<file path="src/rtl/aes_pkg.sv">
// Shared definitions for the iterative AES cipher tops and their round sequencer.
package aes_pkg;

    typedef enum logic [2:0] {
        ST_IDLE,
        ST_KEXP,
        ST_FIRST,
        ST_ROUND,
        ST_LAST,
        ST_DONE
    } state_e;

    localparam int NR_128      = 10;
    localparam int NR_192      = 12;
    localparam int NR_256      = 14;
    localparam int ROUND_IDX_W = 4;
    localparam int RCNT_W      = 4;
    localparam int KCNT_W      = 5;

endpackage

</file>
<file path="src/rtl/aes_round_sequencer.sv">
// Round sequencer for an iterative AES datapath: one round per clock, encrypt or decrypt,
// with key-expansion wait and reuse of an already expanded key across jobs.
module aes_round_sequencer
    import aes_pkg::*;
#(
    parameter int NR       = NR_256,
    parameter int KEY_WAIT = 15
) (
    input  logic                   clk,
    input  logic                   rst,
    input  logic                   start,
    input  logic                   decrypt,
    input  logic                   key_new,
    input  logic                   abort,
    output logic                   busy,
    output logic                   done,
    output logic                   key_rst,
    output logic [ROUND_IDX_W-1:0] round_idx,
    output logic                   sel_first,
    output logic                   sel_last,
    output logic                   load_state,
    output logic                   capture_out
);

    localparam logic [RCNT_W-1:0]      NR_L    = RCNT_W'(NR);
    localparam logic [RCNT_W-1:0]      NR_M1   = RCNT_W'(NR - 1);
    localparam logic [ROUND_IDX_W-1:0] IDX_NR  = ROUND_IDX_W'(NR);
    localparam logic [KCNT_W-1:0]      KW_M1   = KCNT_W'(KEY_WAIT - 1);

    state_e              state_q, state_d;
    logic [RCNT_W-1:0]   rcnt_q, rcnt_d;
    logic [KCNT_W-1:0]   kcnt_q, kcnt_d;
    logic                dir_q, dir_d;
    logic                key_ok_q, key_ok_d;

    always_comb begin
        state_d  = state_q;
        rcnt_d   = rcnt_q;
        kcnt_d   = kcnt_q;
        dir_d    = dir_q;
        key_ok_d = key_ok_q;

        case (state_q)
            ST_IDLE: begin
                if (start) begin
                    dir_d = decrypt;
                    if (!key_ok_q || key_new) begin
                        state_d = ST_KEXP;
                        kcnt_d  = '0;
                    end else begin
                        state_d = ST_FIRST;
                    end
                end
            end
            ST_KEXP: begin
                if (abort) begin
                    state_d  = ST_IDLE;
                    kcnt_d   = '0;
                    key_ok_d = 1'b0;
                end else if (kcnt_q == KW_M1) begin
                    state_d  = ST_FIRST;
                    kcnt_d   = '0;
                    key_ok_d = 1'b1;
                end else begin
                    kcnt_d = kcnt_q + KCNT_W'(1);
                end
            end
            ST_FIRST: begin
                if (abort) begin
                    state_d = ST_IDLE;
                    rcnt_d  = '0;
                end else begin
                    state_d = ST_ROUND;
                    rcnt_d  = RCNT_W'(1);
                end
            end
            ST_ROUND: begin
                if (abort) begin
                    state_d = ST_IDLE;
                    rcnt_d  = '0;
                end else if (rcnt_q == NR_M1) begin
                    state_d = ST_LAST;
                    rcnt_d  = '0;
                end else begin
                    rcnt_d = rcnt_q + RCNT_W'(1);
                end
            end
            ST_LAST: begin
                state_d = abort ? ST_IDLE : ST_DONE;
                rcnt_d  = '0;
            end
            ST_DONE: begin
                state_d = ST_IDLE;
            end
            default: begin
                state_d = ST_IDLE;
                rcnt_d  = '0;
                kcnt_d  = '0;
            end
        endcase

        // A key change always invalidates the expanded schedule, even alongside abort.
        if (key_new) begin
            key_ok_d = 1'b0;
        end
    end

    always_ff @(posedge clk or posedge rst) begin
        if (rst) begin
            state_q  <= ST_IDLE;
            rcnt_q   <= '0;
            kcnt_q   <= '0;
            dir_q    <= 1'b0;
            key_ok_q <= 1'b0;
        end else begin
            state_q  <= state_d;
            rcnt_q   <= rcnt_d;
            kcnt_q   <= kcnt_d;
            dir_q    <= dir_d;
            key_ok_q <= key_ok_d;
        end
    end

    // Outputs depend only on registered state, so reset clears them without waiting for an edge.
    always_comb begin
        busy        = (state_q != ST_IDLE);
        done        = (state_q == ST_DONE);
        key_rst     = (state_q == ST_KEXP) && (kcnt_q == '0);
        sel_first   = (state_q == ST_FIRST);
        sel_last    = (state_q == ST_LAST);
        load_state  = (state_q == ST_FIRST) || (state_q == ST_ROUND) || (state_q == ST_LAST);
        capture_out = (state_q == ST_LAST);
        round_idx   = '0;
        case (state_q)
            ST_FIRST: round_idx = dir_q ? IDX_NR : '0;
            ST_ROUND: round_idx = dir_q ? (NR_L - rcnt_q) : rcnt_q;
            ST_LAST:  round_idx = dir_q ? '0 : IDX_NR;
            default:  round_idx = '0;
        endcase
    end

endmodule

</file>
<file path="config.mk">
export PLATFORM = sky130hd
export DESIGN_NAME = aes_round_sequencer
export DESIGN_NICKNAME = d
export VERILOG_FILES = /design/src/rtl/aes_pkg.sv /design/src/rtl/aes_round_sequencer.sv
export SDC_FILE = /design/constraint.sdc
export NUM_CORES = 1
export LEC_CHECK = 0
export BUFFER_PORTS_ARGS = -buffer_cell sky130_fd_sc_hd__buf_2
export CAP_MARGIN = 5
export CORE_UTILIZATION = 57
export CTS_BUF_LIST = sky130_fd_sc_hd__clkbuf_4
export DETAILED_ROUTE_END_ITERATION = 6
export PLACE_DENSITY = 0.81
export SLEW_MARGIN = 10
export SYNTH_ARGS = -nofsm -noshare
export SYNTH_HDL_FRONTEND = slang
export SYNTH_SLANG_ARGS = --single-unit
</file>
<file path="constraint.sdc">
create_clock -name clk -period 2.29 [get_ports clk]
set_clock_uncertainty 0.2 [all_clocks]
set_input_delay 0.229 -clock clk [delete_from_list [all_inputs] [get_ports clk]]
set_output_delay 0.229 -clock clk [all_outputs]
set_load 0.005 [all_outputs]
</file>
==> flow_summary.yaml, run 1 <==
status:
  status: "completed"
sta:
  finalHoldViolations: 0
  totalNegativeSetupSlack_ns: 0
  worst_pin_slew_ns: 0.535
  drv_slew: 0
  whs_ns: 0.0224
  rsz0062_at_grt: "false"
  max_freq_mhz: 466
  slew-limit-headroom_pct: 64.3
  setup_violations: 0
  fin_crit_ns: 2.15
  setup_slack_ns: 0.143
  min_period_over_period_pct: 93.7
global_routing:
  grt_overflow: 0
  grt.total_usage_pct: 23.5
  grt_antenna_before_repair: 0
  grt_pass1_wl_mm: 3.37
  grt_pass1_vias: 791
  grt_max_degree: 17
worst_setup_path:
  crit_path_start_kind: "flop"
  r2r_slack_ns: 0.47
  critPathCaptureType: "primary output"
  crit_path_max_incr_delay_ns: 0.62
  r2r_start: "state_q[1]"
  path_delay_family: "flip-flops"
  regToRegEndpoint: "kcnt_q[2]"
  slowest_stage: "dfrtp_1"
  cp_num_buf_inv: 2
  cp.depth: 4
  critPathArrivalTime_ns: 1.72
  r2r_cells: 3
  critPathMaxFanout: 16
  worstSetupPathType: "flop to primary output"
  cp.required_ns: 1.86
  crit_path_cell_trace: "inv_2 -> nor3_1 -> and4b_1 -> buf_2"
logic_synthesis:
  synthTopCellsByArea: "dfrtp_1 35%, ha_1 7.5%, nor3_1 3.0%"
  synth_cell_types: 41
  synth_top_cell_by_area: "dfrtp_1"
  synth_top_area_share_pct: 34.9
  synth_commonest_cells: "14 x dfrtp_1, 8 x nor2_1, 7 x inv_1, 7 x nand2_1"
  synth_area_um2: 1000
  yosys_most_used_dff: "dfrtp_1"
  yosysMostFrequentCell: "dfrtp_1"
  synthArstFlopShare_pct: 100
  synth-seq-cells: 14
  synth_edf_count: 0
  synth_nets: 127
  ys_seq_area_share_pct: 34.9
  yosysWarnings: 0
  netlist_instances: 115
  avgSynthCellArea_um2: 8.73
die:
  rows: 14
  core_area_um2: 1580
  io_pins: 17
  die_y_um: 44.0
  dieArea_um2: 1930
  initial_core_util_pct: 63.7
  die_x_um: 44.0
min_path:
  hold_path_depth: 2
  hp-class: "input pin to flop"
  hp-start: "abort"
  holdPathEnd: "state_q[2]"
cells_and_area:
  drive_above_1_share_pct: 16.9
  utilization_pct: 70.9
  layout.cells.non_filler: 146
  syn_to_final_growth_pct: 11.3
  design_area_um2: 1120
  n_antenna_cell: 0
  fin_nets: 143
power:
  p_per_area_nw_per_um2: 495
  clkPwrFrac_pct: 24.9
  ir_worst_vdd_v: 0.000400
  switching_share_pct: 31.0
  p_switching_mw: 0.172
  p_seq_share_pct: 54.1
  p_total_mw: 0.554
  intPower_mw: 0.382
  leakagePower_nw: 0.561
  power_frac_comb_pct: 21.0
clocking:
  post_cts_buffers: 0
  path_clk_slew_ns: 0.08
  clock_tree.buffer_depth: 2
  cts_root_buf: "clkbuf_4"
  cts_max_level: 1
  clock_latency_ns: 0.27
  cts_tree: "built"
  cts_inserted_buffers: 3
  clock_sinks: 14
placement:
  io_buffers: 16
  place_ws_ns: 0.469
  placed_area_um2: 1060
  dp.cells: 139
  hpwl_mm: 1.47
  gp_congestion: 0.849
drt:
  via_per_inst: 6.29
  drc: 0
  drt_first_pass_iters: 6
  drt_iter0_markers: 27
  drtAntennaViolNets: 0
  wl_per_cell_um: 13.6
  routed_wl_mm: 1.98
  num_vias: 918
run:
  max-cap-violations: 0
-- kinds of logic (layout without fill, tap and decap cells) --
kind of cell,after synthesis,after routing,synth area share (%)
multiplexers,4,4,4.24
AND/OR/NAND/NOR,47,47,26.7
buffers and inverters,16,31,7.23
adder cells (fa/ha/maj),6,6,7.48
XOR/XNOR,1,1,0.873
AO/OA/AOI/OAI,27,27,18.6
flip-flops,14,14,34.9
-- sequential cells by signal, indices dropped and copies added (netlist names) --
| signal | count |
|---|---|
| kcnt_q | 5 |
| dir_q | 1 |
| rcnt_q | 4 |
| state_q | 3 |
| key_ok_q | 1 |
-- power by group through the flow --
| stage | Sequential [mW] | Clock [mW] | Combinational [mW] |
|---|---|---|---|
| 6_report | 0.300 | 0.138 | 0.116 |
| 5_1_grt | 0.305 | 0.154 | 0.133 |
| 4_1_cts | 0.299 | 0.144 | 0.118 |
| 3_5_place_dp | 0.304 | 0 | 0.113 |
| 3_3_place_gp | 0.303 | 0 | 0.110 |
| 2_1_floorplan | 0.283 | 0 | 0.100 |
-- metal layers --
layer	global-route usage [%]	wire (µm)
met5	0	0
met2	41.5	973
met3	2.50	82
met1	29.7	912
met4	7.88	14
-- timing repair --
action                                  4_1_cts  5_1_grt
gates resized for setup                       0        0
hold endpoints to repair                     16        0
endpoints found under the setup margin        0        0
hold buffers                                  3        0
-- worst register-to-register path: stages (launching register included) --
cell and delay, ns:
dfrtp_1 0.59, and2b_1 0.25, a211o_1 0.30, a221o_1 0.37
-- cell usage in the layout, fill, tap and decap left out, drive strengths merged, types with 4 or more instances in the layout --
cell / netlist / final
a21oi: 5 / 5
nor2: 9 / 9
dfrtp: 14 / 14
nand3: 4 / 4
inv: 8 / 8
nand2: 7 / 7
buf: 3 / 16
o21ai: 6 / 6
nor3: 6 / 6
ha: 6 / 6
-- area by class of cell --
cell class | count | area (µm²)
multi-input combinational | 85 | 581
inverter | 8 | 30.0
clock buffer | 3 | 22.5
tap | 16 | 20.0
clock inverter | 1 | 3.75
fill | 123 | 459
sequential | 14 | 350
timing repair buffer | 19 | 110
-- how the worst max path moves through the flow --
stage / startpoint / end / slack [ns]
after detailed placement: state_q[0] / key_rst / 0.47
final: state_q[0] / key_rst / 0.14
after floorplan: rcnt_q[1] / state_q[0] / 0.60
after global placement: state_q[0] / key_rst / 0.52
after CTS: state_q[0] / key_rst / 0.15
after global routing: state_q[0] / key_rst / 0.02
(Power assumes the default switching activity.)
==> run 2: changes to the inputs <==
Settings changed: CORE_MARGIN from default to 1, CORE_UTILIZATION 57 to 54, CTS_BUF_LIST sky130_fd_sc_hd__clkbuf_4 to sky130_fd_sc_hd__clkbuf_16, PLACE_DENSITY 0.81 to 0.77.
==> run 2 against run 1 <==
Worst hold slack got worse by 0.016 ns. Clock power increased by 140%. First-iteration DRC count decreased by 33%. Core utilization decreased by 3.0 points. Sequential share of layout area decreased by 1.4 points. Setup slack improved by 0.010 ns. Highest routed layer unchanged. Non-clock buffer count decreased by 1. Combinational power about the same. Sequential power about the same. Die area increased by 5.3%. Critical path depth unchanged. Fmax increased by 0.48%.
==> flow_summary.yaml, run 2 (synthesis results as in run 1) <==
status:
  status: "completed"
sta:
  min_period_over_period_pct: 93.3
  setup_slack_ns: 0.153
  finalHoldViolations: 0
  drv_slew: 0
  totalNegativeSetupSlack_ns: 0
  max_freq_mhz: 468
  slew-limit-headroom_pct: 63.6
  rsz0062_at_grt: "false"
  setup_violations: 0
  fin_crit_ns: 2.14
  worst_pin_slew_ns: 0.545
worst_setup_path:
  worstSetupPathType: "flop to primary output"
  critPathCaptureType: "primary output"
  critPathArrivalTime_ns: 1.71
  critPathMaxFanout: 16
  crit_path_start_kind: "flop"
  cp.required_ns: 1.86
placement:
  hpwl_mm: 1.54
  gp_congestion: 0.890
  place_ws_ns: 0.485
  io_buffers: 16
global_routing:
  grt_pass1_vias: 770
  grt_antenna_before_repair: 0
  grt_overflow: 0
  grt_pass1_wl_mm: 3.42
  grt_max_degree: 17
  grt.total_usage_pct: 24.1
cells_and_area:
  reg_top3: "kcnt_q: 5 flops, rcnt_q: 4 flops, state_q: 3 flops"
  n_antenna_cell: 0
  fillers: 156
  largest_register: "kcnt_q"
  largest_reg_flops: 5
  drive_above_1_share_pct: 17.1
  final_common_cell: "buf_2"
  fin_nets: 142
  syn_to_final_growth_pct: 16.7
  layout_common_cells: "16 x buf_2, 14 x dfrtp_1, 8 x nor2_1"
drt:
  num_vias: 920
  routed_wl_mm: 2.19
  via_per_inst: 5.97
  wl_per_cell_um: 14.2
  drt_iter0_markers: 18
  drc: 0
  drt_first_pass_iters: 4
  drtAntennaViolNets: 0
die:
  core_area_um2: 1730
  rows: 15
  dieArea_um2: 2030
  die_x_um: 45.1
  initial_core_util_pct: 58.1
  io_pins: 17
  die_y_um: 45.1
clocking:
  post_cts_buffers: 0
  cts_inserted_buffers: 3
  clock_sinks: 14
  cts_tree: "built"
  path_clk_slew_ns: 0.05
  clock_latency_ns: 0.25
  clock_tree.buffer_depth: 2
  cts_max_level: 1
  cts_root_buf: "clkbuf_16"
power:
  leakagePower_nw: 0.580
  ir_worst_vdd_v: 0.000470
  p_per_area_nw_per_um2: 644
min_path:
  hp-class: "input pin to flop"
run:
  max-cap-violations: 0
==> run 2: repair_timing <==
action                                 CTS  global route
endpoints found under the hold margin   15             0
hold buffers                             2             0
gates resized for setup                  0             0
==> run 2: final timing paths <==
path / from / end / slack, ns / cells after the start
min in group asynchronous: rst / kcnt_q[1] / 0.37 / 3
hold reg to reg: rcnt_q[3] / rcnt_q[3] / 0.33 / 1
setup reg to reg: rcnt_q[1] / state_q[0] / 0.48 / 5
max in group asynchronous: rst / state_q[2] / 1.16 / 3
setup / recovery: state_q[0] / key_rst / 0.15 / 4
hold / removal: decrypt / dir_q / 0.006 / 2
==> run 2: stage by stage <==
step	utilization (%)	instances	area [µm²]	hold WS [ns]	power (mW)
after floorplan	-	115	1000	-0.0818	0.383
after global placement	62.1	148	1070	0.0920	0.412
after detailed placement	62.1	148	1070	0.102	0.416
after CTS	67.8	154	1170	0.0120	0.752
after global routing	67.8	154	1170	0.0236	0.783
final	67.8	154	1170	0.00643	0.754
==> run 2: where the power goes <==
part	switching (mW)	total, mW	internal [mW]
Sequential	0.0373	0.302	0.264
Combinational	0.0611	0.115	0.0540
Clock	0.106	0.337	0.231
==> run 2: layout make-up <==
class / instances / area (µm²) / share of cell area [%]
inverter: 8 / 30.0 / 2.56
clock inverter: 1 / 3.75 / 0.321
multi-input combinational: 85 / 581 / 49.6
sequential: 14 / 350 / 29.9
clock buffer: 3 / 75.1 / 6.41
timing repair buffer: 18 / 100 / 8.55
tap: 25 / 31.3 / 2.67
==> run 2: critical path, cell delays in order, from the launching register on <==
cell and delay, ns:
dfrtp_1 0.62, inv_2 0.13, nor3_1 0.37, and4b_1 0.24
buf_2 0.11
==> run 2: per-layer routing <==
| layer | part of all wire, % | routed length, µm | GRT usage (%) |
|---|---|---|---|
| met3 | 4.6 | 101 | 5.20 |
| met1 | 46 | 1020 | 29.3 |
| met2 | 47 | 1020 | 40.0 |
| met4 | 2.1 | 46 | 12.1 |
| met5 | 0 | 0 | 0 |
==> run 3: changes to the inputs <==
Settings changed: CORE_MARGIN 1 to 3, CORE_UTILIZATION 54 to 58, PLACE_DENSITY 0.77 to default, PLACE_DENSITY_LB_ADDON from default to 0.08.
Clock period 2.29 ns to 2.7 ns, I/O delays scaled along.
==> run 3 against run 2 <==
Non-clock buffer count unchanged. Critical path type unchanged. Count of clock-buffer cells in the layout unchanged. Sequential cell count unchanged. Largest power group unchanged.
==> flow_summary.yaml, run 3 (synthesis results as in run 1) <==
clocking:
  cts_tree: "built"
  path_clk_slew_ns: 0.05
  post_cts_buffers: 0
  cts_max_level: 1
  clock_latency_ns: 0.24
  cts-resized-gates: 0
  clock_sinks: 14
  cts_inserted_buffers: 3
  cts_root_buf: "clkbuf_16"
  clock_tree.buffer_depth: 2
placement:
  place_ws_ns: 0.860
  io_buffers: 16
  placed_area_um2: 1060
  hpwl_mm: 1.59
  gp_congestion: 0.870
drt:
  via_per_inst: 6.58
  routed_wl_mm: 2.31
  drt_iter0_markers: 34
  wl_per_cell_um: 16.0
  drtAntennaViolNets: 0
  drc: 0
  num_vias: 954
  drt_first_pass_iters: 4
worst_setup_path:
  r2r_start: "rcnt_q[1]"
  critPathArrivalTime_ns: 1.67
  critPathCaptureType: "primary output"
  worstSetupPathType: "flop to primary output"
  cp.required_ns: 2.23
  critPathMaxFanout: 16
  crit_path_max_incr_delay_ns: 0.62
  crit_path_start_kind: "flop"
  crit_path_cell_trace: "inv_2 -> nor3_1 -> and4b_1 -> buf_2"
  cp-startpoint: "state_q[0]"
  slowest_stage: "dfrtp_1"
global_routing:
  grt.total_usage_pct: 23.9
  grt_antenna_before_repair: 0
  grt_max_degree: 17
  grt_pass1_vias: 796
  grt_pass1_wl_mm: 3.66
  grt_overflow: 0
power:
  leakagePower_nw: 0.580
  switching_share_pct: 27.2
  ir_worst_vdd_v: 0.000505
  p_per_area_nw_per_um2: 552
  power_frac_comb_pct: 15.5
  intPower_mw: 0.466
  clkPwrFrac_pct: 44.6
  p_switching_mw: 0.174
  p_seq_share_pct: 40.0
sta:
  max_freq_mhz: 467
  finalHoldViolations: 0
  totalNegativeSetupSlack_ns: 0
  setup_slack_ns: 0.558
  fin_crit_ns: 2.14
  min_period_over_period_pct: 79.3
  drv_slew: 0
  slew-limit-headroom_pct: 63.1
  rsz0062_at_grt: "false"
  whs_ns: 0.0529
  worst_pin_slew_ns: 0.552
  setup_violations: 0
min_path:
  hp-class: "input pin to flop"
  hp-start: "decrypt"
die:
  rows: 14
  die_y_um: 47.6
  dieArea_um2: 2270
  die_x_um: 47.6
  initial_core_util_pct: 64.4
  io_pins: 17
  core_area_um2: 1560
cells_and_area:
  largest_reg_flops: 5
  fin_nets: 142
  largest_register: "kcnt_q"
  layout_common_cells: "16 x buf_2, 14 x dfrtp_1, 8 x nor2_1"
  n_antenna_cell: 0
  final_common_cell: "buf_2"
  fillers: 119
  utilization_pct: 74.4
  design_area_um2: 1160
  syn_to_final_growth_pct: 15.6
  reg_top3: "kcnt_q: 5 flops, rcnt_q: 4 flops, state_q: 3 flops"
  drive_above_1_share_pct: 17.1
run:
  max-cap-violations: 0
status:
  status: "completed"
run 3: cell counts in the layout (fill, tap and decap cells not counted):
No cell type changed its count.
run 3: area by class of cell:
type / count / area [µm²] / share of cell area [%]
Multi-Input combinational cell: 85 / 581 / 50.1
Sequential cell: 14 / 350 / 30.2
Timing Repair Buffer: 18 / 100 / 8.63
Clock buffer: 3 / 75.1 / 6.47
Inverter: 8 / 30.0 / 2.59
Tap cell: 16 / 20.0 / 1.73
Clock inverter: 1 / 3.75 / 0.324
run 3: routing by layer:
| metal | part of all wire (%) | vias up | GRT usage, % |
|---|---|---|---|
| met2 | 49 | 38 | 38.8 |
| met3 | 4.8 | 6 | 3.38 |
| met4 | 2.2 | 0 | 15.6 |
| met1 | 44 | 463 | 29.4 |
| met5 | 0 | - | 0 |
| li1 | - | 447 | - |
run 3: worst max-delay path, delay by kind of cell (launching register included):
family                 cells  cell delay (ns)
and+or+nand+nor            2             0.56
DFF                        1             0.62
buffers and inverters      2             0.24
run 3: final timing paths:
path | depth (start not counted) | slack, ns | endpoint
worst min-delay path | 2 | 0.05 | dir_q
worst max register to register | 5 | 0.85 | state_q[0]
min in group asynchronous | 3 | 0.42 | state_q[0]
max in group asynchronous | 3 | 1.51 | rcnt_q[3]
worst min register to register | 1 | 0.34 | rcnt_q[3]
worst max-delay path | 4 | 0.56 | key_rst
run 3: timing repair:
| action | in CTS | in global routing |
|---|---|---|
| setup endpoints to repair | 0 | 0 |
| endpoints found under the hold margin | 15 | 0 |
| hold buffers | 2 | 0 |
run 3: metrics by stage:
stage | std cells | total power [mW]
global placement | 139 | 0.351
finish | 145 | 0.641
global route | 145 | 0.672
CTS | 145 | 0.643
floorplan | 115 | 0.325
detailed placement | 139 | 0.354
run 3: power groups by stage:
stage / clock network, mW / logic [mW] / registers, mW
after floorplan: 0 / 0.0850 / 0.240
after global placement: 0 / 0.0938 / 0.257
after detailed placement: 0 / 0.0954 / 0.258
after CTS: 0.288 / 0.0994 / 0.256
after global routing: 0.299 / 0.112 / 0.260
final: 0.285 / 0.0990 / 0.256
